--- config.mk ---
export PLATFORM = sky130hd
export DESIGN_NAME = rv32_muldiv
export DESIGN_NICKNAME = d
export VERILOG_FILES = /design/src/rtl/rv32_muldiv.sv
export SDC_FILE = /design/constraint.sdc
export NUM_CORES = 1
export LEC_CHECK = 0
export ABC_CLOCK_PERIOD_IN_PS = 4350
export BUFFER_PORTS_ARGS = -buffer_cell sky130_fd_sc_hd__buf_2
export CORE_MARGIN = 3
export CORE_UTILIZATION = 55
export DETAILED_ROUTE_END_ITERATION = 8
export GPL_ROUTABILITY_DRIVEN = 0
export PLACE_DENSITY = 0.73
export RECOVER_POWER = 100
export SLEW_MARGIN = 10
export SYNTH_ARGS = -nofsm -noshare
export SYNTH_HDL_FRONTEND = slang
export SYNTH_SLANG_ARGS = --single-unit
--- constraint.sdc ---
create_clock -name clk -period 4.35 [get_ports clk]
set_clock_uncertainty 0.1 [all_clocks]
set_input_delay 0.6525 -clock clk [delete_from_list [all_inputs] [get_ports clk]]
set_output_delay 0.6525 -clock clk [all_outputs]
set_load 0.03 [all_outputs]
--- src/rtl/rv32_muldiv.sv ---
// rv32_muldiv: iterative RV32M multiply/divide unit beside the execute-stage ALU.
// Define RV32_MULDIV_SINGLE_CYCLE_MUL_EN to replace the shift-add multiplier with a one-cycle multiply.
module rv32_muldiv #(
    parameter int unsigned XLEN               = 32,
    parameter int unsigned DIV_BITS_PER_CYCLE = 1
) (
    input  logic            clk,
    input  logic            reset_,
    input  logic            stall_in,
    input  logic            flush_in,
    input  logic            valid_in,
    input  logic [2:0]      op_in,
    input  logic [4:0]      rd_in,
    input  logic [XLEN-1:0] rs1_value_in,
    input  logic [XLEN-1:0] rs2_value_in,
    output logic            busy_out,
    output logic            valid_out,
    output logic [4:0]      rd_out,
    output logic [XLEN-1:0] result_out
);

    localparam int unsigned     DivIters = XLEN / DIV_BITS_PER_CYCLE;
    localparam int unsigned     CntW     = $clog2(XLEN);
    localparam logic [CntW-1:0] DivLast  = CntW'(DivIters - 1);
`ifndef RV32_MULDIV_SINGLE_CYCLE_MUL_EN
    localparam logic [CntW-1:0] MulLast  = CntW'(XLEN - 1);
`endif
    localparam logic [XLEN-1:0] MinVal   = {1'b1, {(XLEN-1){1'b0}}};
    localparam logic [XLEN-1:0] OneVal   = XLEN'(1);

    localparam logic [2:0] OpMul    = 3'd0;
    localparam logic [2:0] OpMulh   = 3'd1;
    localparam logic [2:0] OpMulhsu = 3'd2;
    localparam logic [2:0] OpDiv    = 3'd4;
    localparam logic [2:0] OpRem    = 3'd6;

    typedef enum logic [2:0] {
        StIdle,
`ifndef RV32_MULDIV_SINGLE_CYCLE_MUL_EN
        StMul,
`endif
        StDiv,
        StFix,
        StDone
    } state_e;

    state_e          state_q, state_d;
    logic [CntW-1:0] cnt_q, cnt_d;
    logic [2:0]      op_q, op_d;
    logic [4:0]      rd_q, rd_d;
    logic            a_neg_q, a_neg_d;
    logic            b_neg_q, b_neg_d;
    logic [XLEN-1:0] a_mag_q, a_mag_d;
    logic [XLEN-1:0] b_mag_q, b_mag_d;
    logic [XLEN-1:0] rem_q, rem_d;
    logic [XLEN-1:0] quo_q, quo_d;
    logic [XLEN-1:0] result_q, result_d;
    logic [4:0]      rd_out_q, rd_out_d;
`ifndef RV32_MULDIV_SINGLE_CYCLE_MUL_EN
    logic [2*XLEN-1:0] prod_q, prod_d;
`endif

    // Operand decode at accept
    logic            accept;
    logic            acc_a_signed, acc_b_signed;
    logic            acc_a_neg, acc_b_neg;
    logic [XLEN-1:0] acc_a_mag, acc_b_mag;

    // A new operation may enter when idle or when DONE retires this cycle.
    assign accept = valid_in && !flush_in &&
                    ((state_q == StIdle) || ((state_q == StDone) && !stall_in));

    always_comb begin
        acc_a_signed = (op_in == OpMulh) || (op_in == OpMulhsu) ||
                       (op_in == OpDiv) || (op_in == OpRem);
        acc_b_signed = (op_in == OpMulh) || (op_in == OpDiv) || (op_in == OpRem);
        acc_a_neg    = acc_a_signed && rs1_value_in[XLEN-1];
        acc_b_neg    = acc_b_signed && rs2_value_in[XLEN-1];
        acc_a_mag    = acc_a_neg ? -rs1_value_in : rs1_value_in;
        acc_b_mag    = acc_b_neg ? -rs2_value_in : rs2_value_in;
    end

`ifdef RV32_MULDIV_SINGLE_CYCLE_MUL_EN
    // Sign-extending both operands by one bit covers MUL, MULH, MULHSU and MULHU alike.
    logic signed [XLEN:0]     sc_a, sc_b;
    logic signed [2*XLEN-1:0] sc_prod;
    logic [XLEN-1:0]          sc_res;

    always_comb begin
        sc_a    = $signed({acc_a_signed & rs1_value_in[XLEN-1], rs1_value_in});
        sc_b    = $signed({acc_b_signed & rs2_value_in[XLEN-1], rs2_value_in});
        sc_prod = (2*XLEN)'(sc_a) * (2*XLEN)'(sc_b);
        sc_res  = (op_in == OpMul) ? sc_prod[XLEN-1:0] : sc_prod[2*XLEN-1:XLEN];
    end
`else
    // One shift-add step: multiplier sits in the low half and drains out to the right.
    logic [XLEN:0]     mul_sum;
    logic [2*XLEN-1:0] mul_next;

    always_comb begin
        mul_sum  = {1'b0, prod_q[2*XLEN-1:XLEN]} + (prod_q[0] ? {1'b0, b_mag_q} : '0);
        mul_next = {mul_sum, prod_q[XLEN-1:1]};
    end
`endif

    // Restoring divide: quo_q starts as the dividend and fills with quotient bits.
    logic [XLEN:0]   div_rem;
    logic [XLEN:0]   div_trial;
    logic [XLEN-1:0] div_quo;

    always_comb begin
        div_rem   = {1'b0, rem_q};
        div_quo   = quo_q;
        div_trial = '0;
        for (int i = 0; i < int'(DIV_BITS_PER_CYCLE); i++) begin
            div_rem   = {div_rem[XLEN-1:0], div_quo[XLEN-1]};
            div_quo   = {div_quo[XLEN-2:0], 1'b0};
            div_trial = div_rem - {1'b0, b_mag_q};
            if (!div_trial[XLEN]) begin
                div_rem    = div_trial;
                div_quo[0] = 1'b1;
            end
        end
    end

    // Sign correction, word select and divide special cases
    logic [XLEN-1:0] quo_signed, rem_signed, dividend, fix_div, fix_res;
    logic            div_by_zero, div_ovf;
`ifndef RV32_MULDIV_SINGLE_CYCLE_MUL_EN
    logic [2*XLEN-1:0] prod_signed;
`endif

    always_comb begin
        quo_signed  = (a_neg_q ^ b_neg_q) ? -quo_q : quo_q;
        rem_signed  = a_neg_q ? -rem_q : rem_q;
        dividend    = a_neg_q ? -a_mag_q : a_mag_q;
        div_by_zero = (b_mag_q == '0);
        div_ovf     = a_neg_q && b_neg_q && (a_mag_q == MinVal) && (b_mag_q == OneVal);
        if (op_q[1]) begin
            fix_div = div_by_zero ? dividend : (div_ovf ? '0 : rem_signed);
        end else begin
            fix_div = div_by_zero ? '1 : (div_ovf ? dividend : quo_signed);
        end
`ifndef RV32_MULDIV_SINGLE_CYCLE_MUL_EN
        prod_signed = (a_neg_q ^ b_neg_q) ? -prod_q : prod_q;
        if (op_q[2]) begin
            fix_res = fix_div;
        end else if (op_q == OpMul) begin
            fix_res = prod_signed[XLEN-1:0];
        end else begin
            fix_res = prod_signed[2*XLEN-1:XLEN];
        end
`else
        fix_res = fix_div;
`endif
    end

    always_comb begin
        state_d  = state_q;
        cnt_d    = cnt_q;
        op_d     = op_q;
        rd_d     = rd_q;
        a_neg_d  = a_neg_q;
        b_neg_d  = b_neg_q;
        a_mag_d  = a_mag_q;
        b_mag_d  = b_mag_q;
        rem_d    = rem_q;
        quo_d    = quo_q;
        result_d = result_q;
        rd_out_d = rd_out_q;
`ifndef RV32_MULDIV_SINGLE_CYCLE_MUL_EN
        prod_d   = prod_q;
`endif

        case (state_q)
            StIdle: ;
`ifndef RV32_MULDIV_SINGLE_CYCLE_MUL_EN
            StMul: begin
                prod_d = mul_next;
                cnt_d  = cnt_q + 1'b1;
                if (cnt_q == MulLast) begin
                    state_d = StFix;
                    cnt_d   = '0;
                end
            end
`endif
            StDiv: begin
                rem_d = div_rem[XLEN-1:0];
                quo_d = div_quo;
                cnt_d = cnt_q + 1'b1;
                if (cnt_q == DivLast) begin
                    state_d = StFix;
                    cnt_d   = '0;
                end
            end
            StFix: begin
                result_d = fix_res;
                rd_out_d = rd_q;
                state_d  = StDone;
            end
            StDone: begin
                if (!stall_in) begin
                    state_d = StIdle;
                end
            end
            default: state_d = StIdle;
        endcase

        if (accept) begin
            op_d    = op_in;
            rd_d    = rd_in;
            a_neg_d = acc_a_neg;
            b_neg_d = acc_b_neg;
            a_mag_d = acc_a_mag;
            b_mag_d = acc_b_mag;
            cnt_d   = '0;
            if (op_in[2]) begin
                state_d = StDiv;
                rem_d   = '0;
                quo_d   = acc_a_mag;
            end else begin
`ifdef RV32_MULDIV_SINGLE_CYCLE_MUL_EN
                state_d  = StDone;
                result_d = sc_res;
                rd_out_d = rd_in;
`else
                state_d = StMul;
                prod_d  = {{XLEN{1'b0}}, acc_a_mag};
`endif
            end
        end

        if (flush_in) begin
            state_d = StIdle;
            cnt_d   = '0;
        end
    end

    always_ff @(posedge clk or negedge reset_) begin
        if (!reset_) begin
            state_q  <= StIdle;
            cnt_q    <= '0;
            op_q     <= '0;
            rd_q     <= '0;
            a_neg_q  <= 1'b0;
            b_neg_q  <= 1'b0;
            a_mag_q  <= '0;
            b_mag_q  <= '0;
            rem_q    <= '0;
            quo_q    <= '0;
            result_q <= '0;
            rd_out_q <= '0;
`ifndef RV32_MULDIV_SINGLE_CYCLE_MUL_EN
            prod_q   <= '0;
`endif
        end else begin
            state_q  <= state_d;
            cnt_q    <= cnt_d;
            op_q     <= op_d;
            rd_q     <= rd_d;
            a_neg_q  <= a_neg_d;
            b_neg_q  <= b_neg_d;
            a_mag_q  <= a_mag_d;
            b_mag_q  <= b_mag_d;
            rem_q    <= rem_d;
            quo_q    <= quo_d;
            result_q <= result_d;
            rd_out_q <= rd_out_d;
`ifndef RV32_MULDIV_SINGLE_CYCLE_MUL_EN
            prod_q   <= prod_d;
`endif
        end
    end

    // DONE that retires this cycle no longer blocks issue.
    assign busy_out   = (state_q != StIdle) && !((state_q == StDone) && !stall_in);
    assign valid_out  = (state_q == StDone);
    assign rd_out     = rd_out_q;
    assign result_out = result_q;

endmodule
==> results of run 1 <==
metal layers:
layer	vias up	part of all wire (%)	track usage, %
met1	9549	41	48.8
met3	194	12	8.31
met5	-	0	0
li1	8986	-	-
met4	0	4.9	14.3
met2	1186	42	52.2
where the power goes:
part	switching, W	internal (W)	leakage [nW]
registers	0.00183	0.00343	3.05
clock network	0.00104	0.00156	0.495
logic	0.00797	0.00480	5.42
flip-flops by register name, summed over array words and instances, names as in the netlist:
name        cells
prod_q         64
b_mag_q        32
quo_q          32
result_out     32
state_q         3
a_mag_q        32
rd_q            5
a_neg_q         1
op_q            3
rd_out          5
rem_q          32
b_neg_q         1
cnt_q           5
per-stage QoR:
step / power (W) / instance area, µm² / cells / worst slack, ps / hold WS [ps]
global route: 0.0219 / 21300 / 3006 / 82.5 / 182
CTS: 0.0202 / 21400 / 3006 / 404 / 108
global placement: 0.0173 / 20400 / 2953 / 518 / 348
detailed placement: 0.0175 / 20400 / 2953 / 433 / 358
finish: 0.0206 / 21300 / 3006 / 211 / 163
floorplan: 0.0138 / 19500 / 2496 / 780 / 257
layout by cell type, fill, tap and decap left out, types with 29 or more instances in the layout:
cell type  count
nand3_1       46
nor2_1       204
xor2_1       147
o31ai_1       58
buf_4         29
buf_2         73
xnor2_1      113
ha_1          72
nand2_1      477
a21oi_1      134
dfrtp_1      246
a31oi_1       87
o21ai_0      226
inv_1         59
clkbuf_1      48
nor3_1        33
clkbuf_16     29
logic make-up (layout without fill, tap and decap cells):
family                   after synthesis  count (layout)  share of synthesized area [%]
flip-flops                           247             247                           31.7
AO/OA/AOI/OAI                        711             711                           23.3
multiplexers                          30              30                           1.55
adder cells (fa/ha/maj)               75              75                           4.90
AND/OR/NAND/NOR                      961             961                           22.6
buffers and inverters                211             266                           4.23
XOR/XNOR                             261             261                           11.7
cell usage after synthesis, drive strengths merged (8+ instances only):
cell	instances	area, µm²
nand2	478	1790
dfrtp	247	6180
o21ai	227	1140
nor2	205	769
xor2	147	1290
a21oi	135	679
clkbuf	128	480
xnor2	114	998
a31oi	87	544
ha	73	913
o31ai	61	482
inv	59	221
nand3	46	230
nor3	35	185
or3	32	213
nor4	31	236
o41ai	30	289
or4	29	233
mux2i	28	280
o221ai	27	236
buf	24	121
a21o	23	173
a211oi	20	150
nand2b	18	113
o21bai	15	113
or2	15	93.8
a32oi	13	114
nand4	13	81.3
o211ai	12	90.1
o21a	11	82.6
and2	10	62.6
nor2b	9	56.3
and3	8	50.1
final cells by class:
type / count / share of cell area, %
timing repair buffer: 154 / 3.93
clock inverter: 13 / 0.805
multi-input combinational: 2038 / 58.6
inverter: 59 / 1.04
tap: 455 / 2.67
sequential: 247 / 29.0
clock buffer: 40 / 3.88
worst reg2reg max path, cell delays in order, from the launching register on:
cell       delay, ps
dfrtp_1          490
ha_1             260
inv_1             70
fa_1             230
a211oi_1         130
o21ai_0          320
nand3_1          180
a2111oi_0        730
buf_4            240
o21ai_0          140
xnor2_2          190
buf_4            330
buf_4            260
mux2i_1          210
a21oi_1           90
worst max path at each step:
| stage | start | slack [ps] | cells after the start | to |
|---|---|---|---|---|
| after floorplan | prod_q[0]$_DFF_PN0_ | 780 | 13 | result_out[20]$_DFFE_PN0N_ |
| after global placement | b_mag_q[0]$_DFFE_PN0P_ | 520 | 14 | rem_q[5]$_DFF_PN0_ |
| after detailed placement | b_mag_q[0]$_DFFE_PN0P_ | 430 | 14 | rem_q[5]$_DFF_PN0_ |
| after CTS | b_mag_q[0]$_DFFE_PN0P_ | 400 | 14 | rem_q[5]$_DFF_PN0_ |
| after global routing | state_q[2]$_DFFE_PN0P_ | 80 | 6 | a_mag_q[20]$_DFFE_PN0P_ |
| final | b_mag_q[0]$_DFFE_PN0P_ | 210 | 14 | rem_q[5]$_DFF_PN0_ |
==> results.toml, run 1 <==
[outcome]
outcome = "finished with violations"
violations = "max-capacitance violations, max-slew violations"

[synth]
ys.warnings.count = 0
ys_seq_area_share_pct = 31.7
synth_area_um2 = 19500
synth-edff-count = 0
ys_seq_elements = 247
synth_nets = 2648
postSynthAreaPerCell_um2 = 7.80
synthCells = 2496
synth_flop_cell = "dfrtp_1"
ys_types = 86
async_flop_share_pct = 100

[layout]
antennaDiodeCount = 0
multiInputGateArea_um2 = 12500
fillers = 3091
ff_latch_area_um2 = 6180
fin_util_pct = 61.3
final_nets = 2681
area_growth_pct = 9.35
layout-drive-gt1-share_pct = 8.31

[routing]
vias = 19900
drcViolationCount = 0
routed_wl_um = 68700
via_per_inst = 6.63
drtPass1Iterations = 6
drt_iter0_drc = 2816
avgRoutedWirePerCell_um = 22.8
ant_nets = 0

[timing]
fin_tns_setup_ps = 0
finalCritPeriodShare_pct = 95.2
grt_setup_unrepaired = "no"
finalSetupViolCount = 0
drv_slew = 265
timing.final.crit_period_ps = 4140
hold_viol = 0
slew_headroom_pct = -102
max_clock_freq_ghz = 0.242
tightest_slew_ps = 3030

[global_route]
grt_max_degree = 113
grt_pass1_vias = 18300
track_usage_pct = 34.9
grt_pass1_wl_um = 106000
overflow = 0
antenna_found_initial = 1

[pwr]
p_per_area_nw_per_um2 = 969
ir_drop_mv = 0.480
p_leak_nw = 8.97

[critical_path]
path_class = "flop to flop"
slowest_stage = "a2111oi_0"
crit_required_ps = 4650
critical-path-max-stage-delay_ps = 730
r2r_start = "b_mag_q[0]$_DFFE_PN0P_"
cp_cell_sequence = "ha_1 -> inv_1 -> fa_1 -> a211oi_1 -> o21ai_0 -> nand3_1 -> a2111oi_0 -> buf_4 -> o21ai_0 -> xnor2_2 -> buf_4 -> buf_4 -> mux2i_1 -> a21oi_1"
r2r-end = "rem_q[5]$_DFF_PN0_"
critPathMaxFanout = 20
worst-r2r-setup-slack_ps = 210
crit_path_end_kind = "flop"
cp_common_cell = "buf_4"
critical_path.top_delay_family = "compound AO/OA/AOI/OAI gates"
worstPathArrival_ps = 4440
rr_worst_depth = 14
critPathLaunchType = "flop"
crit_buf_inv = 4

[cts]
cts_resized = 0
cts.path.max_buffers = 3
htree_levels = 1
cts.sinks = 247
cts.clk_slew.worst_paths_ps = 60
hold_buffers = 0
cts_setup_buffers = 0
numCtsBuffers = 29
clockRootBuffer = "clkbuf_16"
cts_tree = "done"
clk_latency_ps = 590

[die]
coreArea_um2 = 34700
die_h_um = 194
num_rows = 68
dieArea_um2 = 37700
io-pin-count = 116
die_w_um = 194
start_util_pct = 56.1

[placement]
dp_hpwl_um = 51200
port_buffers = 115

[job]
drv_cap = 4

[min_path]
hp-class = "primary input to flop"
holdPathStages = 3
worstHoldStart = "rd_in[0]"
min_to = "rd_q[0]$_DFFE_PN0P_"
Note: power is estimated with default switching activity, not from simulation.
==> inputs of run 2 (changes only) <==
--- a/config.mk
+++ b/config.mk
@@ -8,10 +8,10 @@
 export ABC_CLOCK_PERIOD_IN_PS = 4350
 export BUFFER_PORTS_ARGS = -buffer_cell sky130_fd_sc_hd__buf_2
 export CORE_MARGIN = 3
-export CORE_UTILIZATION = 55
+export CORE_UTILIZATION = 63
 export DETAILED_ROUTE_END_ITERATION = 8
 export GPL_ROUTABILITY_DRIVEN = 0
-export PLACE_DENSITY = 0.73
+export PLACE_DENSITY = 0.82
 export RECOVER_POWER = 100
 export SLEW_MARGIN = 10
 export SYNTH_ARGS = -nofsm -noshare
==> run 2 against run 1 <==
  * The flow still finishes with violations (max-capacitance violations, max-slew violations)
  * Fmax decreased by 3.1%
  * Clock power hardly changed
  * Die area fell by 12%
  * Global-route usage up 4.9 points
  * Critical path type unchanged
  * Register-to-register slack worse by 130 ps
  * First-iteration DRC count increased by 8.8%
  * Non-clock buffer count decreased by 2
  * Core utilization is 9.1 points higher
  * Cell count is 2.2% lower
  * Sequential power is essentially flat
  * Critical path depth shrank 5
  * Count of clock-buffer cells in the layout did not move
==> results.toml, run 2 (synthesis gave the netlist of run 1 again) <==
[routing]
drcViolationCount = 0
vias = 20300
via_per_inst = 6.91
ant_nets = 0
avgRoutedWirePerCell_um = 23.3
drtPass1Iterations = 9
routed_wl_um = 68400
drt_iter0_drc = 3065

[die]
coreArea_um2 = 30000
start_util_pct = 64.8
dieArea_um2 = 33100
num_rows = 63
die_h_um = 182
die_w_um = 182
io-pin-count = 116

[timing]
grt_setup_unrepaired = "no"
slew_headroom_pct = -109
drv_slew = 297
finalSetupViolCount = 0
holdWs_ps = 180
timing.final.crit_period_ps = 4270
hold_viol = 0
worst_slack_ps = 79.2
fin_tns_setup_ps = 0
max_clock_freq_ghz = 0.234
tightest_slew_ps = 3140
finalCritPeriodShare_pct = 98.2

[critical_path]
rr_worst_depth = 9
critical_path.top_delay_family = "simple AND/OR/NAND/NOR gates"
crit_path_end = "result_out[6]$_DFFE_PN0N_"
path_class = "flop to flop"
worstPathArrival_ps = 4600
crit_path_end_kind = "flop"
cp_common_cell = "or3_1"
startpoint = "a_mag_q[16]$_DFFE_PN0P_"
critPathMaxFanout = 20
cp.depth = 9
r2r-end = "result_out[6]$_DFFE_PN0N_"
crit_buf_inv = 1
critical-path-max-stage-delay_ps = 720
r2r_start = "a_mag_q[16]$_DFFE_PN0P_"
crit_required_ps = 4680
cp_cell_sequence = "or3_1 -> or4_1 -> or3_1 -> nor3_1 -> or2_1 -> o221ai_1 -> a311oi_1 -> buf_4 -> o21ai_0"
critPathLaunchType = "flop"
worst-r2r-setup-slack_ps = 80
slowest_stage = "or2_1"

[cts]
numCtsBuffers = 29
clk_latency_ps = 560
htree_levels = 1
hold_buffers = 0
cts_resized = 0
cts_tree = "done"
cts.path.max_buffers = 3
cts.sinks = 247
cts_setup_buffers = 0
cts.clk_slew.worst_paths_ps = 60
clockRootBuffer = "clkbuf_16"

[global_route]
grt_pass1_wl_um = 106000
overflow = 0
grt_pass1_vias = 18900
track_usage_pct = 39.9
grt_max_degree = 118
antenna_found_initial = 0

[min_path]
hp-class = "primary input to flop"

[job]
drv_cap = 5

[placement]
post_dp_cell_area_um2 = 20300
port_buffers = 115
dp_hpwl_um = 49300
post-place-ws_ps = 628

[layout]
layout-drive-gt1-share_pct = 8.04
final_nets = 2679
final_cell_mix = "nand2_1 (478), dfrtp_1 (246), o21ai_0 (226)"
final_area_um2 = 21100
largest_register = "prod_q"
fin_util_pct = 70.4
layout.cells.most_common = "nand2_1"
area_growth_pct = 8.61
largest_reg_flops = 64
antennaDiodeCount = 0

[outcome]
violations = "max-capacitance violations, max-slew violations"
outcome = "finished with violations"

[pwr]
ir_drop_mv = 0.506
p_leak_nw = 8.94
p_per_area_nw_per_um2 = 971
## run 2: cell type report
type                       instances  area, µm²
sequential                       247       6180
timing repair buffer             152        781
clock buffer                      40        837
inverter                          59        221
tap                              390        488
multi-input combinational       2038      12500
fill                            2423       8880
clock inverter                    14        169
## run 2: per-stage QoR
step / std cells / total power, W
2_1_floorplan: 2496 / 0.0138
3_3_place_gp: 2886 / 0.0169
3_5_place_dp: 2886 / 0.0173
4_1_cts: 2940 / 0.0201
5_1_grt: 2940 / 0.0217
6_report: 2940 / 0.0205
## run 2: report_power, final
part / total [W] / internal [W] / switching (W)
logic: 0.0127 / 0.00476 / 0.00795
registers: 0.00525 / 0.00343 / 0.00182
clock network: 0.00258 / 0.00153 / 0.00105
## run 2: tightest hold or removal path: cells and delay by family
family / cells / cell delay, ps
simple gates: 2 / 80
buf+inv: 1 / 70
## run 2: how the worst min path moves through the flow
stage,end,startpoint,depth (start not counted),slack [ps]
6_report,rd_q[1]$_DFFE_PN0P_,rd_in[1],3,180
5_1_grt,rd_q[2]$_DFFE_PN0P_,rd_in[2],3,210
4_1_cts,quo_q[11]$_DFF_PN0_,reset_,1,110
3_5_place_dp,rd_out[0]$_DFFE_PN0N_,rd_q[0]$_DFFE_PN0P_,2,360
3_3_place_gp,rd_out[2]$_DFFE_PN0N_,rd_q[2]$_DFFE_PN0P_,2,350
2_1_floorplan,a_mag_q[0]$_DFFE_PN0P_,reset_,0,260
## run 2: routing by layer
metal | wire length, µm | vias up | track usage (%)
met4 | 4180 | 0 | 18.0
met2 | 28500 | 1451 | 58.7
met1 | 26400 | 9605 | 54.4
li1 | - | 8970 | -
met5 | 0 | - | 0
met3 | 9280 | 292 | 11.7
